==> src/rtl/seg_scan_controller.sv <==
// Multiplexed scan controller for a common-anode 7-segment display bank.
// One shared hex decoder; digit values are latched only at digit boundaries.
module seg_scan_controller #(
    parameter int NUM_DIGITS   = 4,
    parameter int REFRESH_DIV  = 50000,
    parameter int BLANK_CYCLES = 2
) (
    input  logic                    clk,
    input  logic                    reset,
    input  logic                    enable,
    input  logic                    load,
    input  logic [4*NUM_DIGITS-1:0] value,
    input  logic [NUM_DIGITS-1:0]   blank_mask,
    output logic [3:0]              dec_nibble,
    input  logic [6:0]              dec_seg,
    output logic [6:0]              seg_n,
    output logic [NUM_DIGITS-1:0]   an_n,
    output logic                    frame_done
);

    localparam int IW = (NUM_DIGITS > 1) ? $clog2(NUM_DIGITS) : 1;
    localparam int CMAX = (REFRESH_DIV > BLANK_CYCLES) ?
                          REFRESH_DIV : BLANK_CYCLES;
    localparam int CW = (CMAX > 1) ? $clog2(CMAX) : 1;

    localparam logic [CW-1:0] BLANK_LAST = CW'(BLANK_CYCLES - 1);
    localparam logic [CW-1:0] SHOW_LAST  = CW'(REFRESH_DIV - 1);
    localparam logic [CW-1:0] SHOW_PEN   = CW'(REFRESH_DIV - 2);
    localparam logic [IW-1:0] IDX_LAST   = IW'(NUM_DIGITS - 1);

    typedef enum logic [1:0] {
        IDLE  = 2'd0,
        BLANK = 2'd1,
        SHOW  = 2'd2
    } state_t;

    state_t                  state, state_d;
    logic [IW-1:0]           idx, idx_d;
    logic [CW-1:0]           cnt, cnt_d;
    logic [4*NUM_DIGITS-1:0] shadow, active, active_d;
    logic [3:0]              nib_d;
    logic [6:0]              seg_d;
    logic [NUM_DIGITS-1:0]   an_d, an_sel;
    logic                    fd_d;
    logic                    blank_done, show_done, blank_entry;

    assign blank_done  = (cnt == BLANK_LAST);
    assign show_done   = (cnt == SHOW_LAST);
    assign blank_entry = (state_d == BLANK) && (state != BLANK);

    always_ff @(posedge clk) begin
        if (reset) begin
            state      <= IDLE;
            idx        <= '0;
            cnt        <= '0;
            shadow     <= '0;
            active     <= '0;
            dec_nibble <= 4'h0;
            seg_n      <= 7'h7F;
            an_n       <= '1;
            frame_done <= 1'b0;
        end else begin
            state      <= state_d;
            idx        <= idx_d;
            cnt        <= cnt_d;
            active     <= active_d;
            dec_nibble <= nib_d;
            seg_n      <= seg_d;
            an_n       <= an_d;
            frame_done <= fd_d;
            if (load) begin
                shadow <= value;
            end
        end
    end

    always_comb begin
        state_d = state;
        idx_d   = idx;
        cnt_d   = cnt + CW'(1);
        unique case (state)
            IDLE: begin
                cnt_d = '0;
                idx_d = '0;
                if (enable) state_d = BLANK;
            end
            BLANK: begin
                if (blank_done) begin
                    state_d = SHOW;
                    cnt_d   = '0;
                end
            end
            SHOW: begin
                if (show_done) begin
                    state_d = BLANK;
                    cnt_d   = '0;
                    idx_d   = (idx == IDX_LAST) ? '0 : idx + IW'(1);
                end
            end
            default: state_d = IDLE;
        endcase
        if (!enable) begin
            state_d = IDLE;
            idx_d   = '0;
            cnt_d   = '0;
        end
    end

    // Anode pattern for the current digit; a masked digit stays dark.
    always_comb begin
        an_sel = '1;
        for (int k = 0; k < NUM_DIGITS; k++) begin
            if (idx == IW'(k) && !blank_mask[k]) an_sel[k] = 1'b0;
        end
    end

    always_comb begin
        active_d = active;
        nib_d    = dec_nibble;
        seg_d    = seg_n;
        an_d     = '1;
        fd_d     = 1'b0;
        // The value is snapshotted from the pre-edge shadow at BLANK entry.
        if (blank_entry) begin
            active_d = shadow;
            for (int k = 0; k < NUM_DIGITS; k++) begin
                if (idx_d == IW'(k)) nib_d = shadow[4*k +: 4];
            end
        end
        unique case (state)
            IDLE: seg_d = 7'h7F;
            BLANK: begin
                seg_d = ~dec_seg;
                if (blank_done) an_d = an_sel;
            end
            SHOW: begin
                if (!show_done) an_d = an_sel;
                fd_d = (cnt == SHOW_PEN) && (idx == IDX_LAST);
            end
            default: seg_d = 7'h7F;
        endcase
        if (!enable) begin
            seg_d = 7'h7F;
            an_d  = '1;
            fd_d  = 1'b0;
        end
    end

endmodule

==> config.mk <==
export PLATFORM = sky130hd
export DESIGN_NAME = seg_scan_controller
export DESIGN_NICKNAME = d
export VERILOG_FILES = /design/src/rtl/seg_scan_controller.sv
export SDC_FILE = /design/constraint.sdc
export NUM_CORES = 1
export LEC_CHECK = 0
export BUFFER_PORTS_ARGS = -buffer_cell sky130_fd_sc_hd__buf_2
export CORE_AREA = 2 2 83 125
export CTS_BUF_LIST = sky130_fd_sc_hd__clkbuf_8 sky130_fd_sc_hd__clkbuf_16
export DETAILED_ROUTE_END_ITERATION = 8
export DIE_AREA = 0 0 85 127
export PLACE_DENSITY_LB_ADDON = 0.08
export RECOVER_POWER = 25
export SLEW_MARGIN = 5
export SYNTH_ARGS = -nofsm -noshare
export SYNTH_HDL_FRONTEND = slang
export SYNTH_SLANG_ARGS = --single-unit
==> constraint.sdc <==
create_clock -name clk -period 4.6 [get_ports clk]
set_input_delay 0.69 -clock clk [delete_from_list [all_inputs] [get_ports clk]]
set_output_delay 0.69 -clock clk [all_outputs]
set_load 0.03 [all_outputs]
==> impl_metrics.py, run 1 <==
metrics = {
    "routing": {
        "drt_pre_antenna_iters": 4,
        "drt-vias-per-instance": 4.57,
        "dr.first_iter.drc_count": 62,
        "wl_per_cell_um": 13.5,
        "drc": 0,
        "vias_after_detailed_routing": 1956,
        "antenna_left": 0,
        "finalWirelength_um": 5790,
    },
    "sta": {
        "report.final.setup_viol": 0,
        "finalMaxSlewViolations": 0,
        "final-hold-violation-count": 0,
        "max_freq_mhz": 415,
        "rsz_0062_raised_after_global_routing": "false",
        "final_sum_of_negative_setup_slack_ns": 0,
        "min_period_over_period": 0.523,
        "max_slew_margin": 0.224,
        "finalCriticalPeriod_ns": 2.41,
        "timing_worst_slew_pin_value_ns": 1.16,
        "hold-worst-slack_ns": 0.455,
        "timing.final.ws_setup_ns": 2.19,
        "fin_worst_skew_ns": 0.00639,
    },
    "power": {
        "power_switching_mw": 0.218,
        "peakVddDrop_v": 0.000150,
        "p_total_mw": 0.911,
        "sequential_cell_fraction_of_total_power": 0.514,
        "power_density_nw_per_um2": 317,
        "power.leakage_nw": 1.16,
        "power.internal_mw": 0.693,
        "switching_power_share_of_the_total": 0.239,
        "pwr-share-comb": 0.074,
        "clock_power_share": 0.412,
    },
    "synth": {
        "ys.flop_type": "dfxtp_1",
        "post_synthesis_average_cell_area_um2": 8.96,
        "synthesis.instances": 267,
        "async_set_or_reset_flop_fraction_in_the_synthesized_netlist": 0,
        "mappedNetlistNets": 309,
        "synth-seq-area-share": 0.435,
        "synth_xor_area_frac": 0.0513,
        "count_of_different_cell_masters_after_synthesis": 38,
        "yosys_register_bits": 52,
        "synthesis.yosys.warnings": 0,
        "syn_area_um2": 2390,
        "synthAdderAreaFrac": 0.0576,
        "synth_compound_gate_area_share": 0.102,
        "yosys-mux-area-fraction": 0.0754,
        "number_of_enable_type_register_cells_in_the_synthesized_netlist": 0,
        "simple_gate_fraction_of_synth_area": 0.250,
        "dominant_combinational_cell_family_by_area_after_synthesis": "simple AND/OR/NAND/NOR gates",
    },
    "place": {
        "port_buffers": 46,
        "gp_routability_congestion": 0.731,
        "dpl.hpwl_um": 4430,
        "dpl.cell_count": 420,
        "pre_cts_ws_ns": 2.09,
    },
    "clock_network": {
        "numCtsBuffers": 5,
        "clk-insertion-delay-late_ns": 0.30,
        "worst_setup_hold_path_clk_slew_ns": 0.07,
        "clockRootBuffer": "clkbuf_16",
        "cts-resized-gates": 0,
        "cts-htree-levels": 2,
        "cts_hold_repair.buffers": 0,
        "cts_setup_buffers": 0,
        "cts_tree": "built",
        "cts_buffer_depth": 2,
        "clock_sink_count": 52,
    },
    "critical_path": {
        "ordered_list_of_cells_on_the_worst_path": "inv_1, ha_1, nand3_1, nor2_1, mux2i_1, nor2_1, o41ai_1",
        "cpMaxStageDelayCell": "mux2i_1",
        "worst_ep_arrival_time_ns": 2.61,
        "peak_per_stage_delay_on_the_critical_path_ns": 0.48,
        "critical-path-top-delay-family": "simple AND/OR/NAND/NOR gates",
        "critPathKind": "flop to flop",
        "crit_path_max_fanout": 8,
        "crit_path_end_kind": "flop",
        "critical-path-top-cell-by-count": "nor2_1",
        "cp.required_ns": 4.80,
        "critical_path.startpoint_type": "flop",
        "worst-path-buf-inv": 1,
    },
    "floorplanning": {
        "floorplan.die.height_um": 127,
        "pin_count": 47,
        "core_area_um2": 9630,
        "row_count": 44,
        "floorplan.die_area_um2": 10800,
        "die_w_um": 85,
        "start_util": 0.248,
    },
    "final_layout": {
        "drive_above_1_share": 0.188,
        "finish.cell_count_without_fillers": 428,
        "num-nets-final": 354,
        "layout.cells.most_common": "dfxtp_1",
        "layout_common_cells": "dfxtp_1 (52), nor2_1 (49), buf_2 (44), nand2_1 (31), mux2i_1 (18)",
        "syn_to_final_growth_pct": 20.1,
        "diodes_inserted": 0,
    },
    "global_route": {
        "global_route.usage.total": 0.114,
        "antenna_found_initial": 0,
        "pin_count_of_the_biggest_net_entering_global_routing": 20,
        "grt.overflow.total": 0,
        "number_of_global_route_vias_before_repair": 2000,
        "grt_pass1_wl_um": 9650,
    },
    "run": {
        "max-cap-violations": 0,
    },
    "worst_hold_path": {
        "worstHoldPathType": "flop to flop",
    },
    "run_status": {
        "status": "finished, final reports clean",
    },
}
## area by class of cell
type	count	area [um^2]
multi-input cells	199	1280
fillers	1034	6760
flip-flops and latches	52	1040
clock buffers	5	125
clock inverters	3	23.8
repair buffers	46	228
well taps	115	144
inverters	8	30.0
## power groups by stage
stage | Combinational [mW] | Clock (mW) | Sequential (mW)
after floorplan | 0.0380 | 0 | 0.483
after global placement | 0.0687 | 0 | 0.479
after detailed placement | 0.0690 | 0 | 0.479
after CTS | 0.0695 | 0.396 | 0.468
after global routing | 0.0764 | 0.418 | 0.470
final | 0.0675 | 0.375 | 0.468
## state kept, by name (all words and copies together), names as in the netlist
register,flops
frame_done,1
seg_n,7
idx,2
shadow,16
dec_nibble,4
state,2
cnt,16
an_n,4
## Yosys cell counts, drive strengths merged (5+ instances only)
library cell,number,area share
o21ai,15,0.031
nand2,31,0.049
xnor2,5,0.018
mux2i,18,0.075
and3,5,0.013
inv,8,0.013
clkbuf,6,0.0094
nor3,7,0.015
nor2b,10,0.026
nor2,49,0.077
xor2,9,0.033
nand4,5,0.019
dfxtp,52,0.44
ha,11,0.058
## kinds of logic after synthesis
| family | count (synthesis) |
|---|---|
| XOR/XNOR | 14 |
| adder cells (fa/ha/maj) | 11 |
| flip-flops | 52 |
| AO/OA/AOI/OAI | 33 |
| multiplexers | 18 |
| buffers and inverters | 16 |
| AND/OR/NAND/NOR | 123 |
## tightest hold or removal path, cell delays in order, from the launching register on
cell	delay, ns
dfxtp_1	0.33
nand2_1	0.05
o41ai_1	0.05
## worst paths after layout
path | slack [ns] | end | from | depth (start not counted)
max | 2.19 | dec_nibble[3]$_SDFFE_PP0P_ | state[0]$_SDFF_PP0_ | 7
min | 0.46 | dec_nibble[1]$_SDFFE_PP0P_ | dec_nibble[1]$_SDFFE_PP0P_ | 2
max reg2reg | 2.19 | dec_nibble[3]$_SDFFE_PP0P_ | state[0]$_SDFF_PP0_ | 7
min reg2reg | 0.46 | dec_nibble[1]$_SDFFE_PP0P_ | dec_nibble[1]$_SDFFE_PP0P_ | 2
## routing by layer
layer  wire length (um)  GRT usage
met1               2360      0.123
met2               3140      0.210
met3                174     0.0245
met4                114     0.0504
met5                  0          0
## metrics by stage
stage | utilization | instance area (um^2)
after CTS | 0.298 | 2880
final | 0.298 | 2870
after detailed placement | 0.283 | 2730
after global routing | 0.298 | 2870
after global placement | 0.283 | 2730
after floorplan | - | 2390
No activity file was read; power rests on OpenSTA's default activity.
==> run 2: changes to the inputs <==
==> constraint.sdc (replaced) <==
create_clock -name clk -period 2 [get_ports clk]
set_input_delay 0.3 -clock clk [delete_from_list [all_inputs] [get_ports clk]]
set_output_delay 0.3 -clock clk [all_outputs]
set_load 0.03 [all_outputs]
==> run 2 against run 1 <==
  * Count of clock-buffer cells in the layout stayed put
  * Register-to-register slack worse by 2.1 ns
  * Critical path type unchanged
  * Highest routed layer unchanged
  * Critical path depth stayed put
  * Cell count is 6.5% higher
  * Largest power group unchanged
  * Final area is 12% higher
  * Clock power grew to 2.6 times the previous value
==> impl_metrics.py, run 2 (synthesis results as in run 1) <==
metrics = {
    "run_status": {
        "status": "finished, final reports clean",
    },
    "final_layout": {
        "multiInputGateArea_um2": 1370,
        "area.sequential_um2": 1040,
        "layout.cells.most_common": "dfxtp_1",
        "largest_registers": "cnt (16), shadow (16), seg_n (7)",
        "num-nets-final": 382,
        "finalCoreUtilization": 0.333,
        "drive_above_1_share": 0.299,
        "nFillCells": 1044,
        "finish.cell_count_without_fillers": 456,
        "layout_common_cells": "dfxtp_1 (49), nor2_1 (48), buf_2 (45), nand2_1 (31), buf_4 (26)",
        "syn_to_final_growth_pct": 34.2,
        "diodes_inserted": 0,
    },
    "clock_network": {
        "cts_tree": "built",
        "clk-insertion-delay-late_ns": 0.30,
        "cts_buffer_depth": 2,
        "numCtsBuffers": 5,
        "cts-htree-levels": 2,
        "clockRootBuffer": "clkbuf_16",
        "cts_hold_repair.buffers": 0,
        "worst_setup_hold_path_clk_slew_ns": 0.07,
        "clock_sink_count": 52,
    },
    "power": {
        "switching_power_share_of_the_total": 0.227,
        "power.internal_mw": 1.73,
        "p_total_mw": 2.24,
        "power_switching_mw": 0.507,
        "sequential_cell_fraction_of_total_power": 0.483,
        "power_density_nw_per_um2": 697,
        "pwr-share-comb": 0.078,
        "power.leakage_nw": 1.34,
        "peakVddDrop_v": 0.000405,
        "clock_power_share": 0.440,
    },
    "floorplanning": {
        "pin_count": 47,
        "floorplan.die_area_um2": 10800,
        "core_area_um2": 9630,
        "die_w_um": 85,
        "start_util": 0.248,
        "row_count": 44,
        "floorplan.die.height_um": 127,
    },
    "global_route": {
        "global_route.usage.total": 0.119,
        "grt_most_used_layer": "met2",
        "antenna_found_initial": 0,
        "global_route.usage.met3": 0.0265,
        "grt.met1_usage": 0.118,
        "number_of_global_route_vias_before_repair": 2072,
        "grt_pass1_wl_um": 10100,
        "grt.overflow.total": 0,
        "pin_count_of_the_biggest_net_entering_global_routing": 20,
        "grtUsageMet2": 0.234,
    },
    "place": {
        "pre_cts_ws_ns": -0.0844,
        "gp_routability_congestion": 0.749,
        "port_buffers": 46,
        "dpl.cell_count": 447,
        "dpl.hpwl_um": 4980,
    },
    "routing": {
        "drc": 0,
        "antenna_left": 0,
        "dr.first_iter.drc_count": 90,
        "finalWirelength_um": 6240,
        "drt-vias-per-instance": 4.54,
        "drt_pre_antenna_iters": 3,
        "wl_per_cell_um": 13.7,
        "vias_after_detailed_routing": 2072,
    },
    "sta": {
        "report.final.setup_viol": 0,
        "final-hold-violation-count": 0,
        "max_freq_mhz": 519,
        "timing.final.ws_setup_ns": 0.0742,
        "timing_worst_slew_pin_value_ns": 1.13,
        "finalMaxSlewViolations": 0,
        "min_period_over_period": 0.963,
        "hold-worst-slack_ns": 0.237,
        "finalCriticalPeriod_ns": 1.93,
        "rsz_0062_raised_after_global_routing": "true",
        "fin_worst_skew_ns": 0.00577,
        "max_slew_margin": 0.250,
    },
    "critical_path": {
        "critPathKind": "flop to flop",
        "crit_path_end_kind": "flop",
        "critical_path.startpoint_type": "flop",
        "crit_path_max_fanout": 5,
        "cpMaxStageDelayCell": "nor4_4",
        "cp.required_ns": 2.19,
        "peak_per_stage_delay_on_the_critical_path_ns": 0.36,
        "ordered_list_of_cells_on_the_worst_path": "nor4_4, nand3_2, buf_6, o211ai_4, o21ai_4, a221oi_1, o41ai_1",
        "worst_ep_arrival_time_ns": 2.11,
    },
    "run": {
        "max-cap-violations": 0,
    },
    "worst_hold_path": {
        "worstHoldPathType": "primary input to flop",
    },
}
## run 2: cell type report
type	count	area share
Inverter	8	0.00936
Timing Repair Buffer	74	0.142
Clock buffer	5	0.0390
Sequential cell	52	0.326
Clock inverter	3	0.0133
Tap cell	115	0.0448
Multi-Input combinational cell	199	0.426
## run 2: per-layer routing
layer | vias to the layer above | share of wire
li1 | 1057 | -
met1 | 978 | 0.37
met2 | 28 | 0.58
met3 | 9 | 0.031
met4 | 0 | 0.019
met5 | - | 0
## run 2: power by group through the flow
stage | clock (mW) | combinational [mW] | sequential [mW]
finish | 0.983 | 0.174 | 1.08
floorplan | 0 | 0.0874 | 1.11
global route | 1.06 | 0.193 | 1.08
detailed placement | 0 | 0.172 | 1.10
global placement | 0 | 0.173 | 1.10
CTS | 1.02 | 0.173 | 1.08
## run 2: final timing paths
kind                              startpoint                         end  slack [ns]  cells after the start
setup / recovery          cnt[10]$_SDFF_PP0_  dec_nibble[0]$_SDFFE_PP0P_        0.07                      7
hold / removal                      value[3]      shadow[3]$_SDFFE_PP0P_        0.24                      3
setup reg to reg          cnt[10]$_SDFF_PP0_  dec_nibble[0]$_SDFFE_PP0P_        0.07                      7
hold reg to reg   dec_nibble[2]$_SDFFE_PP0P_  dec_nibble[2]$_SDFFE_PP0P_        0.46                      2
## run 2: stage by stage
stage / TNS [ns] / cell area, um^2
after floorplan: 0 / 2390
after global placement: 0 / 2940
after detailed placement: -0.0871 / 2940
after CTS: 0 / 3120
after global routing: -0.244 / 3210
final: 0 / 3210
## run 2: timing repair
action / CTS / global route
pin swaps: 0 / 10
setup endpoints to repair: 3 / 8
buffers inserted: 0 / 1
gates resized for setup: 2 / 17
## run 2: critical path, delay by kind of cell, from the launching register on
family                 cells  cell delay [ns]
AO/OA/AOI/OAI              4             0.79
buffers and inverters      1             0.16
AND/OR/NAND/NOR            2             0.53
flip-flops                 1             0.34
==> run 3: changes to the inputs <==
==> constraint.sdc (replaced) <==
create_clock -name clk -period 2 [get_ports clk]
set_input_delay 0.2 -clock clk [delete_from_list [all_inputs] [get_ports clk]]
set_output_delay 0.2 -clock clk [all_outputs]
set_load 0.03 [all_outputs]
==> run 3 against run 2 <==
  * Global-route usage is 0.42 points higher
  * Combinational power hardly changed
  * First-iteration DRC count is 30% lower
  * Wire length is 1.5% higher
  * Clock skew is 0.0025 ns lower
  * Core utilization is 0.66 points higher
  * Clock power is 26% higher
  * Critical path depth stayed put
  * Non-clock buffer count is 2 higher
  * Cell count is 0.44% higher
==> impl_metrics.py, run 3 (synthesis results as in run 1) <==
metrics = {
    "global_route": {
        "global_route.usage.total": 0.124,
        "pin_count_of_the_biggest_net_entering_global_routing": 20,
        "number_of_global_route_vias_before_repair": 2195,
        "antenna_found_initial": 0,
        "grt.overflow.total": 0,
        "grt_pass1_wl_um": 10400,
    },
    "floorplanning": {
        "start_util": 0.248,
        "die_w_um": 85,
        "floorplan.die.height_um": 127,
        "core_area_um2": 9630,
        "pin_count": 47,
        "floorplan.die_area_um2": 10800,
        "row_count": 44,
    },
    "power": {
        "power.leakage_nw": 1.40,
        "peakVddDrop_v": 0.000479,
        "p_total_mw": 2.50,
        "power_density_nw_per_um2": 763,
    },
    "clock_network": {
        "worst_setup_hold_path_clk_slew_ns": 0.07,
        "cts-htree-levels": 2,
        "clock_sink_count": 52,
        "cts_buffer_depth": 2,
        "clk-insertion-delay-late_ns": 0.29,
        "numCtsBuffers": 5,
        "clockRootBuffer": "clkbuf_16",
        "cts_tree": "built",
    },
    "worst_hold_path": {
        "worst_hold_startpoint": "value[5]",
        "worst_hold_path.num_cells": 3,
        "worstHoldPathType": "primary input to flop",
        "worst_hold_path.endpoint": "shadow[5]$_SDFFE_PP0P_",
    },
    "sta": {
        "fin_worst_skew_ns": 0.00327,
        "timing.final.ws_setup_ns": 0.102,
        "final-hold-violation-count": 0,
        "report.final.setup_viol": 0,
        "max_freq_mhz": 527,
        "max_slew_margin": 0.241,
        "rsz_0062_raised_after_global_routing": "true",
        "min_period_over_period": 0.949,
        "timing_worst_slew_pin_value_ns": 1.14,
        "finalCriticalPeriod_ns": 1.90,
        "finalMaxSlewViolations": 0,
        "hold-worst-slack_ns": 0.137,
    },
    "final_layout": {
        "stdcell_area_um2": 3270,
        "num-nets-final": 384,
        "largest_registers": "cnt (16), shadow (16), seg_n (7)",
        "finish.cell_count_without_fillers": 458,
        "layout_common_cells": "dfxtp_1 (49), nor2_1 (48), buf_2 (45), nand2_1 (31), buf_4 (29)",
        "syn_to_final_growth_pct": 36.9,
        "drive_above_1_share": 0.315,
        "nFillCells": 1039,
        "diodes_inserted": 0,
        "layout.cells.most_common": "dfxtp_1",
    },
    "critical_path": {
        "critPathKind": "flop to flop",
        "ordered_list_of_cells_on_the_worst_path": "and4_4, nand4_4, or2_4, and2_4, o31ai_4, buf_12, nor2_1",
        "peak_per_stage_delay_on_the_critical_path_ns": 0.38,
        "reg2reg_setup_slack_ns": 0.10,
        "worstRegToRegCells": 7,
        "r2r_end": "cnt[10]$_SDFF_PP0_",
        "worst_ep_arrival_time_ns": 2.09,
        "critical_path.startpoint_type": "flop",
        "reg2reg_from": "cnt[15]$_SDFF_PP0_",
        "crit_path_end_kind": "flop",
        "cpMaxStageDelayCell": "dfxtp_1",
        "crit_path_max_fanout": 16,
        "cp.required_ns": 2.19,
    },
    "place": {
        "dpl.cell_count": 449,
        "dpl.hpwl_um": 4970,
        "gp_routability_congestion": 0.787,
        "pre_cts_ws_ns": -0.0890,
        "port_buffers": 46,
        "dpl-instance-area_um2": 2960,
    },
    "routing": {
        "met3_length_um": 187,
        "drt-vias-per-instance": 4.58,
        "antenna_left": 0,
        "wl_per_cell_um": 13.8,
        "topRoutingLayerUsed": "met4",
        "detail_route.wirelength.met1_um": 2420,
        "dr.first_iter.drc_count": 63,
        "vias_after_detailed_routing": 2098,
        "route.met2.wl_um": 3590,
        "finalWirelength_um": 6330,
        "drc": 0,
        "drt_pre_antenna_iters": 4,
    },
    "run": {
        "max-cap-violations": 0,
    },
    "run_status": {
        "status": "finished, final reports clean",
    },
}
[run 3: cell count changes in the layout (fill, tap and decap cells not counted), moves of 2 or more]
cell,before,now
buf_4,26,29
bufinv_16,1,3
o41ai_1,3,1
o41ai_2,1,3
[run 3: final cells by class]
cell class                      instances  area [um^2]  area share
Timing Repair Buffer                   76          467       0.143
Sequential cell                        52         1040       0.319
Clock inverter                          3         90.1      0.0275
Tap cell                              115          144      0.0440
Multi-Input combinational cell        199         1370       0.419
Clock buffer                            5          125      0.0382
Inverter                                8         30.0     0.00917
[run 3: power by group]
group	total, mW	leakage, nW	internal [mW]	switching (mW)
combinational	0.177	0.870	0.0804	0.0970
clock	1.24	0.104	0.844	0.399
sequential	1.08	0.425	1.06	0.0156
[run 3: layer usage]
layer | up-vias | global-route usage
met4 | 0 | 0.0504
met5 | - | 0
met2 | 32 | 0.239
met1 | 992 | 0.126
li1 | 1063 | -
met3 | 11 | 0.0239
[run 3: stage by stage]
stage / setup TNS (ns) / util
floorplan: 0 / -
global placement: -0.361 / 0.307
detailed placement: -0.416 / 0.307
CTS: 0 / 0.332
global route: -0.0713 / 0.340
finish: 0 / 0.340
[run 3: how the worst max path moves through the flow]
stage                              startpoint                          to  cells past startpoint
after detailed placement    cnt[1]$_SDFF_PP0_  dec_nibble[0]$_SDFFE_PP0P_                      9
after floorplan           state[0]$_SDFF_PP0_  dec_nibble[3]$_SDFFE_PP0P_                      8
after global placement      cnt[1]$_SDFF_PP0_  dec_nibble[2]$_SDFFE_PP0P_                      9
after global routing       cnt[10]$_SDFF_PP0_  dec_nibble[3]$_SDFFE_PP0P_                      7
after CTS                  cnt[10]$_SDFF_PP0_  dec_nibble[0]$_SDFFE_PP0P_                      6
final                      cnt[15]$_SDFF_PP0_          cnt[10]$_SDFF_PP0_                      7
[run 3: critical path: cells and delay by family, from the launching register on]
family | cells | cell delay, ns
buf+inv | 1 | 0.18
simple gates | 5 | 0.97
compound gates | 1 | 0.26
flops | 1 | 0.38
[run 3: what timing repair did]
action,CTS,global route
hold buffers,0,0
setup endpoints to repair,20,20
resized for setup,6,13
setup buffers,0,1
cloned,0,0
